<file path="config.mk">
export PLATFORM = sky130hd
export DESIGN_NAME = alu_ctl_mdu_flat
export DESIGN_NICKNAME = d
export VERILOG_FILES = /design/src/rtl/alu_pkg.sv /design/src/rtl/alu_ctl_mdu_if.sv /design/src/rtl/mdu_iter.sv /design/src/rtl/alu_ctl_mdu.sv /design/src/flat_wrapper.sv
export SDC_FILE = /design/constraint.sdc
export NUM_CORES = 1
export LEC_CHECK = 0
export ABC_AREA = 1
export BUFFER_PORTS_ARGS = -buffer_cell sky130_fd_sc_hd__buf_4
export CORE_MARGIN = 2
export CORE_UTILIZATION = 40
export CTS_BUF_LIST = sky130_fd_sc_hd__clkbuf_4
export DETAILED_ROUTE_END_ITERATION = 8
export PLACE_DENSITY = 0.71
export SLEW_MARGIN = 20
export SYNTH_ARGS = -nofsm -noshare
export SYNTH_HDL_FRONTEND = slang
export SYNTH_SLANG_ARGS = --single-unit
</file>
<file path="constraint.sdc">
create_clock -name clk -period 3.2 [get_ports clk]
set_input_delay 0.64 -clock clk [delete_from_list [all_inputs] [get_ports clk]]
set_output_delay 0.64 -clock clk [all_outputs]
set_load 0.01 [all_outputs]
</file>
<file path="src/rtl/alu_pkg.sv">
// Shared encodings for EX-stage ALU control and the HI/LO multiply/divide unit.
// No logic, no latency; constants and types only.
package alu_pkg;

    localparam logic [3:0] CTL_AND = 4'b0000;
    localparam logic [3:0] CTL_OR  = 4'b0001;
    localparam logic [3:0] CTL_ADD = 4'b0010;
    localparam logic [3:0] CTL_SUB = 4'b0110;
    localparam logic [3:0] CTL_SLT = 4'b0111;
    localparam logic [3:0] CTL_SLL = 4'b1000;
    localparam logic [3:0] CTL_SRL = 4'b1001;

    localparam logic [5:0] F_SLL   = 6'b000000;
    localparam logic [5:0] F_SRL   = 6'b000010;
    localparam logic [5:0] F_JR    = 6'b001000;
    localparam logic [5:0] F_MFHI  = 6'b010000;
    localparam logic [5:0] F_MFLO  = 6'b010010;
    localparam logic [5:0] F_MULT  = 6'b011000;
    localparam logic [5:0] F_MULTU = 6'b011001;
    localparam logic [5:0] F_DIV   = 6'b011010;
    localparam logic [5:0] F_DIVU  = 6'b011011;
    localparam logic [5:0] F_ADD   = 6'b100000;
    localparam logic [5:0] F_SUB   = 6'b100010;
    localparam logic [5:0] F_AND   = 6'b100100;
    localparam logic [5:0] F_OR    = 6'b100101;
    localparam logic [5:0] F_SLT   = 6'b101010;

    typedef enum logic [1:0] {
        AOP_ADD   = 2'b00,
        AOP_SUB   = 2'b01,
        AOP_RTYPE = 2'b10,
        AOP_RSVD  = 2'b11
    } alu_op_e;

    typedef enum logic {
        MDU_IDLE = 1'b0,
        MDU_RUN  = 1'b1
    } mdu_state_e;

    // Low two funct bits of the MDU group: bit1 = divide, bit0 = unsigned.
    typedef enum logic [1:0] {
        MDU_MULT  = 2'b00,
        MDU_MULTU = 2'b01,
        MDU_DIV   = 2'b10,
        MDU_DIVU  = 2'b11
    } mdu_op_e;

    function automatic logic is_mdu_funct(input logic [5:0] f);
        return f[5:2] == 4'b0110;
    endfunction

endpackage

</file>
<file path="src/rtl/alu_ctl_mdu_if.sv">
// EX-stage instruction/operand bus and ALU-control/MDU result bus.
// No logic; master drives instruction fields, slave returns control and HI/LO.
interface alu_ctl_mdu_if #(
    parameter int WIDTH = 32,
    parameter int CTL_W = 4
);
    logic             valid_in;
    logic [1:0]       alu_op;
    logic [5:0]       funct;
    logic [WIDTH-1:0] rs_val;
    logic [WIDTH-1:0] rt_val;
    logic [CTL_W-1:0] alu_ctl;
    logic [1:0]       hi_lo_sel;
    logic [WIDTH-1:0] hi;
    logic [WIDTH-1:0] lo;
    logic             busy;
    logic             stall;
    logic             mdu_done;

    modport master (
        output valid_in, alu_op, funct, rs_val, rt_val,
        input  alu_ctl, hi_lo_sel, hi, lo, busy, stall, mdu_done
    );

    modport slave (
        input  valid_in, alu_op, funct, rs_val, rt_val,
        output alu_ctl, hi_lo_sel, hi, lo, busy, stall, mdu_done
    );
endinterface

</file>
<file path="src/rtl/mdu_iter.sv">
// Iterative multiply (shift-add) / divide (restoring) engine, one bit per cycle.
// Latency: WIDTH cycles after start; hi/lo visible the cycle after done.
// Backpressure: start is accepted only in IDLE; requests while busy are dropped.
module mdu_iter
    import alu_pkg::*;
#(
    parameter int WIDTH = 32
) (
    input  logic             clk,
    input  logic             reset,
    input  logic             start,
    input  mdu_op_e          op,
    input  logic [WIDTH-1:0] a,
    input  logic [WIDTH-1:0] b,
    output logic [WIDTH-1:0] hi,
    output logic [WIDTH-1:0] lo,
    output logic             done,
    output logic             busy
);
    localparam int CW = $clog2(WIDTH);
    localparam logic [CW-1:0] LAST = CW'(WIDTH - 1);

    mdu_state_e       state, state_nxt;
    logic [CW-1:0]    cnt;
    logic             is_div, neg_q, neg_r;
    logic [WIDTH-1:0] acc_hi, acc_lo, opnd;
    logic [WIDTH-1:0] hi_q, lo_q;

    logic             op_signed, sa, sb, load;
    logic [WIDTH-1:0] mag_a, mag_b;
    logic [WIDTH:0]   mul_sum, div_r;
    logic [WIDTH-1:0] div_d, nxt_hi, nxt_lo, res_hi, res_lo;
    logic [2*WIDTH-1:0] prod;
    logic             div_ge;

    always_comb begin
        state_nxt = state;
        case (state)
            MDU_IDLE: if (start) state_nxt = MDU_RUN;
            MDU_RUN:  if (cnt == LAST) state_nxt = MDU_IDLE;
            default:  state_nxt = MDU_IDLE;
        endcase
    end

    assign load      = start && (state == MDU_IDLE);
    assign busy      = (state == MDU_RUN);
    assign done      = busy && (cnt == LAST);
    assign op_signed = (op == MDU_MULT) || (op == MDU_DIV);
    assign sa        = op_signed & a[WIDTH-1];
    assign sb        = op_signed & b[WIDTH-1];
    assign mag_a     = sa ? -a : a;
    assign mag_b     = sb ? -b : b;

    // One iteration step; the remainder always fits WIDTH bits, so the
    // subtraction can be done modulo 2^WIDTH once div_ge is known.
    always_comb begin
        mul_sum = {1'b0, acc_hi} + (acc_lo[0] ? {1'b0, opnd} : '0);
        div_r   = {acc_hi, acc_lo[WIDTH-1]};
        div_ge  = div_r >= {1'b0, opnd};
        div_d   = div_r[WIDTH-1:0] - opnd;
        if (is_div) begin
            nxt_hi = div_ge ? div_d : div_r[WIDTH-1:0];
            nxt_lo = {acc_lo[WIDTH-2:0], div_ge};
        end else begin
            nxt_hi = mul_sum[WIDTH:1];
            nxt_lo = {mul_sum[0], acc_lo[WIDTH-1:1]};
        end
        prod = neg_q ? -{nxt_hi, nxt_lo} : {nxt_hi, nxt_lo};
        if (is_div) begin
            res_hi = neg_r ? -nxt_hi : nxt_hi;
            res_lo = neg_q ? -nxt_lo : nxt_lo;
        end else begin
            res_hi = prod[2*WIDTH-1:WIDTH];
            res_lo = prod[WIDTH-1:0];
        end
    end

    always_ff @(posedge clk) begin
        if (reset) begin
            state  <= MDU_IDLE;
            cnt    <= '0;
            is_div <= 1'b0;
            neg_q  <= 1'b0;
            neg_r  <= 1'b0;
            acc_hi <= '0;
            acc_lo <= '0;
            opnd   <= '0;
            hi_q   <= '0;
            lo_q   <= '0;
        end else begin
            state <= state_nxt;
            if (load) begin
                cnt    <= '0;
                is_div <= op[1];
                // Divide-by-zero keeps the all-ones quotient unsigned.
                neg_q  <= (sa ^ sb) & ~(op[1] & (b == '0));
                neg_r  <= sa;
                acc_hi <= '0;
                acc_lo <= op[1] ? mag_a : mag_b;
                opnd   <= op[1] ? mag_b : mag_a;
            end else if (busy) begin
                cnt    <= cnt + 1'b1;
                acc_hi <= nxt_hi;
                acc_lo <= nxt_lo;
                if (done) begin
                    hi_q <= res_hi;
                    lo_q <= res_lo;
                end
            end
        end
    end

    assign hi = hi_q;
    assign lo = lo_q;

endmodule

</file>
<file path="src/rtl/alu_ctl_mdu.sv">
// EX-stage ALU-control decode plus HI/LO multiply/divide unit with stall output.
// Latency: decode combinational; MDU result WIDTH+1 cycles after start.
// Backpressure: stall holds MDU/MFHI/MFLO in EX while the engine is busy.
module alu_ctl_mdu
    import alu_pkg::*;
#(
    parameter int WIDTH = 32,
    parameter int CTL_W = 4
) (
    input  logic         clk,
    input  logic         reset,
    alu_ctl_mdu_if.slave bus
);
    logic [3:0] ctl;
    logic       rtype, is_mdu, is_mf, start, busy;

    always_comb begin
        ctl = CTL_AND;
        case (alu_op_e'(bus.alu_op))
            AOP_ADD: ctl = CTL_ADD;
            AOP_SUB: ctl = CTL_SUB;
            AOP_RTYPE: begin
                case (bus.funct)
                    F_ADD:   ctl = CTL_ADD;
                    F_SUB:   ctl = CTL_SUB;
                    F_AND:   ctl = CTL_AND;
                    F_OR:    ctl = CTL_OR;
                    F_SLT:   ctl = CTL_SLT;
                    F_SLL:   ctl = CTL_SLL;
                    F_SRL:   ctl = CTL_SRL;
                    F_JR:    ctl = CTL_ADD;
                    default: ctl = CTL_AND;
                endcase
            end
            default: ctl = CTL_AND;
        endcase
    end

    assign bus.alu_ctl   = CTL_W'(ctl);
    assign rtype         = (bus.alu_op == AOP_RTYPE);
    assign is_mdu        = rtype & is_mdu_funct(bus.funct);
    assign is_mf         = rtype & ((bus.funct == F_MFHI) | (bus.funct == F_MFLO));
    assign bus.hi_lo_sel = {rtype & (bus.funct == F_MFHI), rtype & (bus.funct == F_MFLO)};
    assign start         = bus.valid_in & is_mdu & ~busy;
    // Only HI/LO consumers and new MDU ops wait; other instructions flow past.
    assign bus.stall     = bus.valid_in & busy & (is_mdu | is_mf);
    assign bus.busy      = busy;

    mdu_iter #(.WIDTH(WIDTH)) u_mdu (
        .clk   (clk),
        .reset (reset),
        .start (start),
        .op    (mdu_op_e'(bus.funct[1:0])),
        .a     (bus.rs_val),
        .b     (bus.rt_val),
        .hi    (bus.hi),
        .lo    (bus.lo),
        .done  (bus.mdu_done),
        .busy  (busy)
    );

endmodule

</file>
<file path="src/flat_wrapper.sv">
// flat-port wrapper written by rule: the top's interface ports become plain ports
module alu_ctl_mdu_flat import alu_pkg::*;
#(
    parameter int WIDTH = 32,
    parameter int CTL_W = 4
)
  (clk, reset, bus_valid_in, bus_alu_op, bus_funct, bus_rs_val, bus_rt_val, bus_alu_ctl, bus_hi_lo_sel, bus_hi, bus_lo, bus_busy, bus_stall, bus_mdu_done);
  alu_ctl_mdu_if #(.WIDTH(WIDTH), .CTL_W(CTL_W)) bus_i ();
  input  logic clk;
  input  logic reset;
  input wire logic [$bits(bus_i.valid_in)-1:0] bus_valid_in;
  input wire logic [$bits(bus_i.alu_op)-1:0] bus_alu_op;
  input wire logic [$bits(bus_i.funct)-1:0] bus_funct;
  input wire logic [$bits(bus_i.rs_val)-1:0] bus_rs_val;
  input wire logic [$bits(bus_i.rt_val)-1:0] bus_rt_val;
  output wire logic [$bits(bus_i.alu_ctl)-1:0] bus_alu_ctl;
  output wire logic [$bits(bus_i.hi_lo_sel)-1:0] bus_hi_lo_sel;
  output wire logic [$bits(bus_i.hi)-1:0] bus_hi;
  output wire logic [$bits(bus_i.lo)-1:0] bus_lo;
  output wire logic [$bits(bus_i.busy)-1:0] bus_busy;
  output wire logic [$bits(bus_i.stall)-1:0] bus_stall;
  output wire logic [$bits(bus_i.mdu_done)-1:0] bus_mdu_done;
  assign bus_i.valid_in = bus_valid_in;
  assign bus_i.alu_op = bus_alu_op;
  assign bus_i.funct = bus_funct;
  assign bus_i.rs_val = bus_rs_val;
  assign bus_i.rt_val = bus_rt_val;
  assign bus_alu_ctl = bus_i.alu_ctl;
  assign bus_hi_lo_sel = bus_i.hi_lo_sel;
  assign bus_hi = bus_i.hi;
  assign bus_lo = bus_i.lo;
  assign bus_busy = bus_i.busy;
  assign bus_stall = bus_i.stall;
  assign bus_mdu_done = bus_i.mdu_done;
  alu_ctl_mdu #(.WIDTH(WIDTH), .CTL_W(CTL_W)) u_core (.clk(clk), .reset(reset), .bus(bus_i));
endmodule
</file>
==> impl_metrics.env <==
export IMPL_status="complete, but fails checks"
export IMPL_violations="negative setup slack"
export IMPL_synth_simple_area_share=0.398
export IMPL_power_leakage_nw=12.6
export IMPL_fmax_mhz=285
export IMPL_grt_pass1_vias=20300
export IMPL_worstMarginPinSlew_ns=1.00
export IMPL_rows=75
export IMPL_comb_power_share=0.304
export IMPL_worstSkewPairLatency_ns=0.68
export IMPL_routedWlPerCell_microns=18.1
export IMPL_ys_ff_latch=169
export IMPL_yosysMostFrequentCell="nand2_1"
export IMPL_syn_area_sq_mm=0.0169
export IMPL_seqPwrFrac=0.420
export IMPL_synth_xor_area_frac=0.0410
export IMPL_cts_inserted_buffers=17
export IMPL_dp_slack_ns=-0.479
export IMPL_power_share_clock=0.276
export IMPL_synth_commonest_cells="nand2_1 (873), inv_1 (469), nor2_1 (315)"
export IMPL_drv_cap=0
export IMPL_final_hold_viol_count=0
export IMPL_p_sw_frac=0.380
export IMPL_die_w_microns=209
export IMPL_fill_cells=4112
export IMPL_syn_nets=3133
export IMPL_synth_area_mux_share=0
export IMPL_finalSetupTns_ns=-4.47
export IMPL_port_buffers=147
export IMPL_drtAntennaViolNets=0
export IMPL_cts_sinks=169
export IMPL_cts_tree="done"
export IMPL_ys_types=59
export IMPL_worstHoldPathCells=3
export IMPL_vias=21800
export IMPL_worstPathRequired_ns=3.79
export IMPL_start_kind="flip-flop"
export IMPL_via_per_inst=5.33
export IMPL_min_delay_path_class="in -> reg"
export IMPL_drv_slew=0
export IMPL_syn_avg_cell_area_sq_um=5.66
export IMPL_synth_compound_area_frac=0.171
export IMPL_cp_arrival_ns=4.10
export IMPL_drc=0
export IMPL_final_setup_worst_slack_ns=-0.313
export IMPL_p_int_w=0.00313
export IMPL_place_gp_congestion=1.06
export IMPL_syn_inst=2986
export IMPL_synthAdderAreaFrac=0.0542
export IMPL_ys_async_sr_fraction=0
export IMPL_gr_total_overflow=0
export IMPL_endpoint_kind="flip-flop"
export IMPL_critical_path_class="reg -> reg"
export IMPL_rr_worst_depth=26
export IMPL_die_h_microns=209
export IMPL_whs_ns=0.291
export IMPL_fp_dieArea_sq_mm=0.0439
export IMPL_slew_headroom=0.326
export IMPL_synth_largest_area_cell="dfxtp_1"
export IMPL_drt_pass1_iter_count=9
export IMPL_io_pins=148
export IMPL_core_area_sq_mm=0.0419
export IMPL_clk_pin_slew_worst_paths_ns=0.18
export IMPL_drive_gt1_frac=0.315
export IMPL_synthToLayoutAreaGrowth_pct=41.7
export IMPL_initial_core_util=0.404
export IMPL_clockBufferDepth=2
export IMPL_netlist_area_leader_share=0.200
export IMPL_yosysSeqAreaShare=0.200
export IMPL_synth_ff_type="dfxtp_1"
export IMPL_wl_microns=74000
export IMPL_drt_iter0_markers=2367
export IMPL_track_usage=0.327
export IMPL_crit_path_max_fanout=4
export IMPL_ys_warn_count=0
export IMPL_setup_viol=30
export IMPL_timing_final_crit_share=1.10
export IMPL_p_switching_w=0.00192
export IMPL_cts_max_level=4
export IMPL_synth_top_family_by_area="simple AND/OR/NAND/NOR gates"
export IMPL_antenna_found_initial=2
export IMPL_grt_pass1_wl_microns=112000
export IMPL_power_density_mw_per_mm2=211
export IMPL_root_buffer="clkbuf_4"
export IMPL_fin_skew_ns=0.0447
export IMPL_grt_max_degree=72
export IMPL_hpwl_microns=59000
export IMPL_rsz0062_at_grt="yes"
export IMPL_synth_edf_count=0
export IMPL_peakVddDrop_uv=212
export IMPL_synthTopCellsByArea="dfxtp_1 (20%), nand2_1 (19%), inv_1 (10%)"
export IMPL_layout_nets=3687
export IMPL_period_minus_slack_ns=3.51
## layout make-up
class / count / area (sq um) / area share
antenna: 2 / 5.00 / 0.000209
clock buffer: 18 / 135 / 0.00565
clock inverter: 14 / 165 / 0.00690
inverter: 488 / 1830 / 0.0767
multi-input combinational: 2230 / 12800 / 0.535
sequential: 169 / 3460 / 0.145
tap: 539 / 674 / 0.0282
timing repair buffer: 634 / 4840 / 0.202
## cell usage in the layout, fill, tap and decap left out, drive strengths merged, types with 46 or more instances in the layout
cell type,n
nand2,890
buf,634
inv,487
nor2,344
o21ai,237
nand3,209
dfxtp,169
a21oi,154
ha,70
xor2,54
nor3,46
## cells by family after synthesis
family	count (synthesis)
AND/OR/NAND/NOR	1568
buffers and inverters	587
AO/OA/AOI/OAI	511
flip-flops	169
XOR/XNOR	79
adder cells (fa/ha/maj)	72
## final timing paths
path	slack, ns	start	to
max reg2reg	-0.31	u_core.u_mdu.opnd[29]$_SDFFE_PP0P_	u_core.u_mdu.lo[10]$_SDFFE_PP0P_
min	0.29	bus_rt_val[0]	u_core.u_mdu.opnd[0]$_SDFFE_PP0P_
min reg2reg	0.46	u_core.u_mdu.hi[22]$_SDFFE_PP0P_	u_core.u_mdu.hi[22]$_SDFFE_PP0P_
max	-0.31	u_core.u_mdu.opnd[29]$_SDFFE_PP0P_	u_core.u_mdu.lo[10]$_SDFFE_PP0P_
## routing by layer
metal / GRT usage / part of all wire
met1: 0.424 / 0.41
met2: 0.537 / 0.45
met3: 0.0389 / 0.079
met4: 0.165 / 0.058
met5: 0 / 0
## through the flow
stage | power [W] | utilization | area, sq um | cells
final | 0.00505 | 0.572 | 23900 | 4094
after floorplan | 0.00298 | - | 17200 | 2986
after CTS | 0.00496 | 0.550 | 23000 | 4067
after global routing | 0.00525 | 0.572 | 23900 | 4093
after global placement | 0.00355 | 0.523 | 21900 | 4012
after detailed placement | 0.00355 | 0.523 | 21900 | 4012
## critical path, stage by stage (launching register included)
cell     delay (ns)
dfxtp_2        0.37
inv_1          0.04
ha_1           0.33
nand2_2        0.12
nor3_4         0.06
a21oi_2        0.17
nand2_2        0.11
nor2_8         0.13
nand3_4        0.12
o21ai_4        0.10
ha_4           0.16
nand3_2        0.08
nor2_1         0.10
nand2_1        0.12
nor3_4         0.20
inv_2          0.06
buf_4          0.12
buf_4          0.12
buf_4          0.12
buf_4          0.12
buf_4          0.13
buf_4          0.12
buf_4          0.13
nand2_1        0.07
o21ai_1        0.07
a21oi_1        0.13
nor2_1         0.05
## power groups by stage
stage	combinational, W	sequential (W)	clock (W)
CTS	0.00143	0.00212	0.00140
global placement	0.00138	0.00217	0
detailed placement	0.00138	0.00217	0
global route	0.00164	0.00212	0.00149
finish	0.00154	0.00212	0.00139
floorplan	0.000810	0.00217	0
## state kept, by name (all words and copies together), names as in the netlist
register / cells
u_core.u_mdu.acc_lo: 32
u_core.u_mdu.hi: 32
u_core.u_mdu.busy: 1
u_core.u_mdu.neg_q: 1
u_core.u_mdu.opnd: 32
u_core.u_mdu.neg_r: 1
u_core.u_mdu.lo: 32
u_core.u_mdu.acc_hi: 32
u_core.u_mdu.is_div: 1
u_core.u_mdu.cnt: 5
## repair_timing
item	in CTS	in global routing
endpoints found under the setup margin	40	43
hold buffers	0	0
pin swaps	39	58
resized for setup	216	196
setup buffers	24	27
Note: power is estimated with default switching activity, not from simulation.
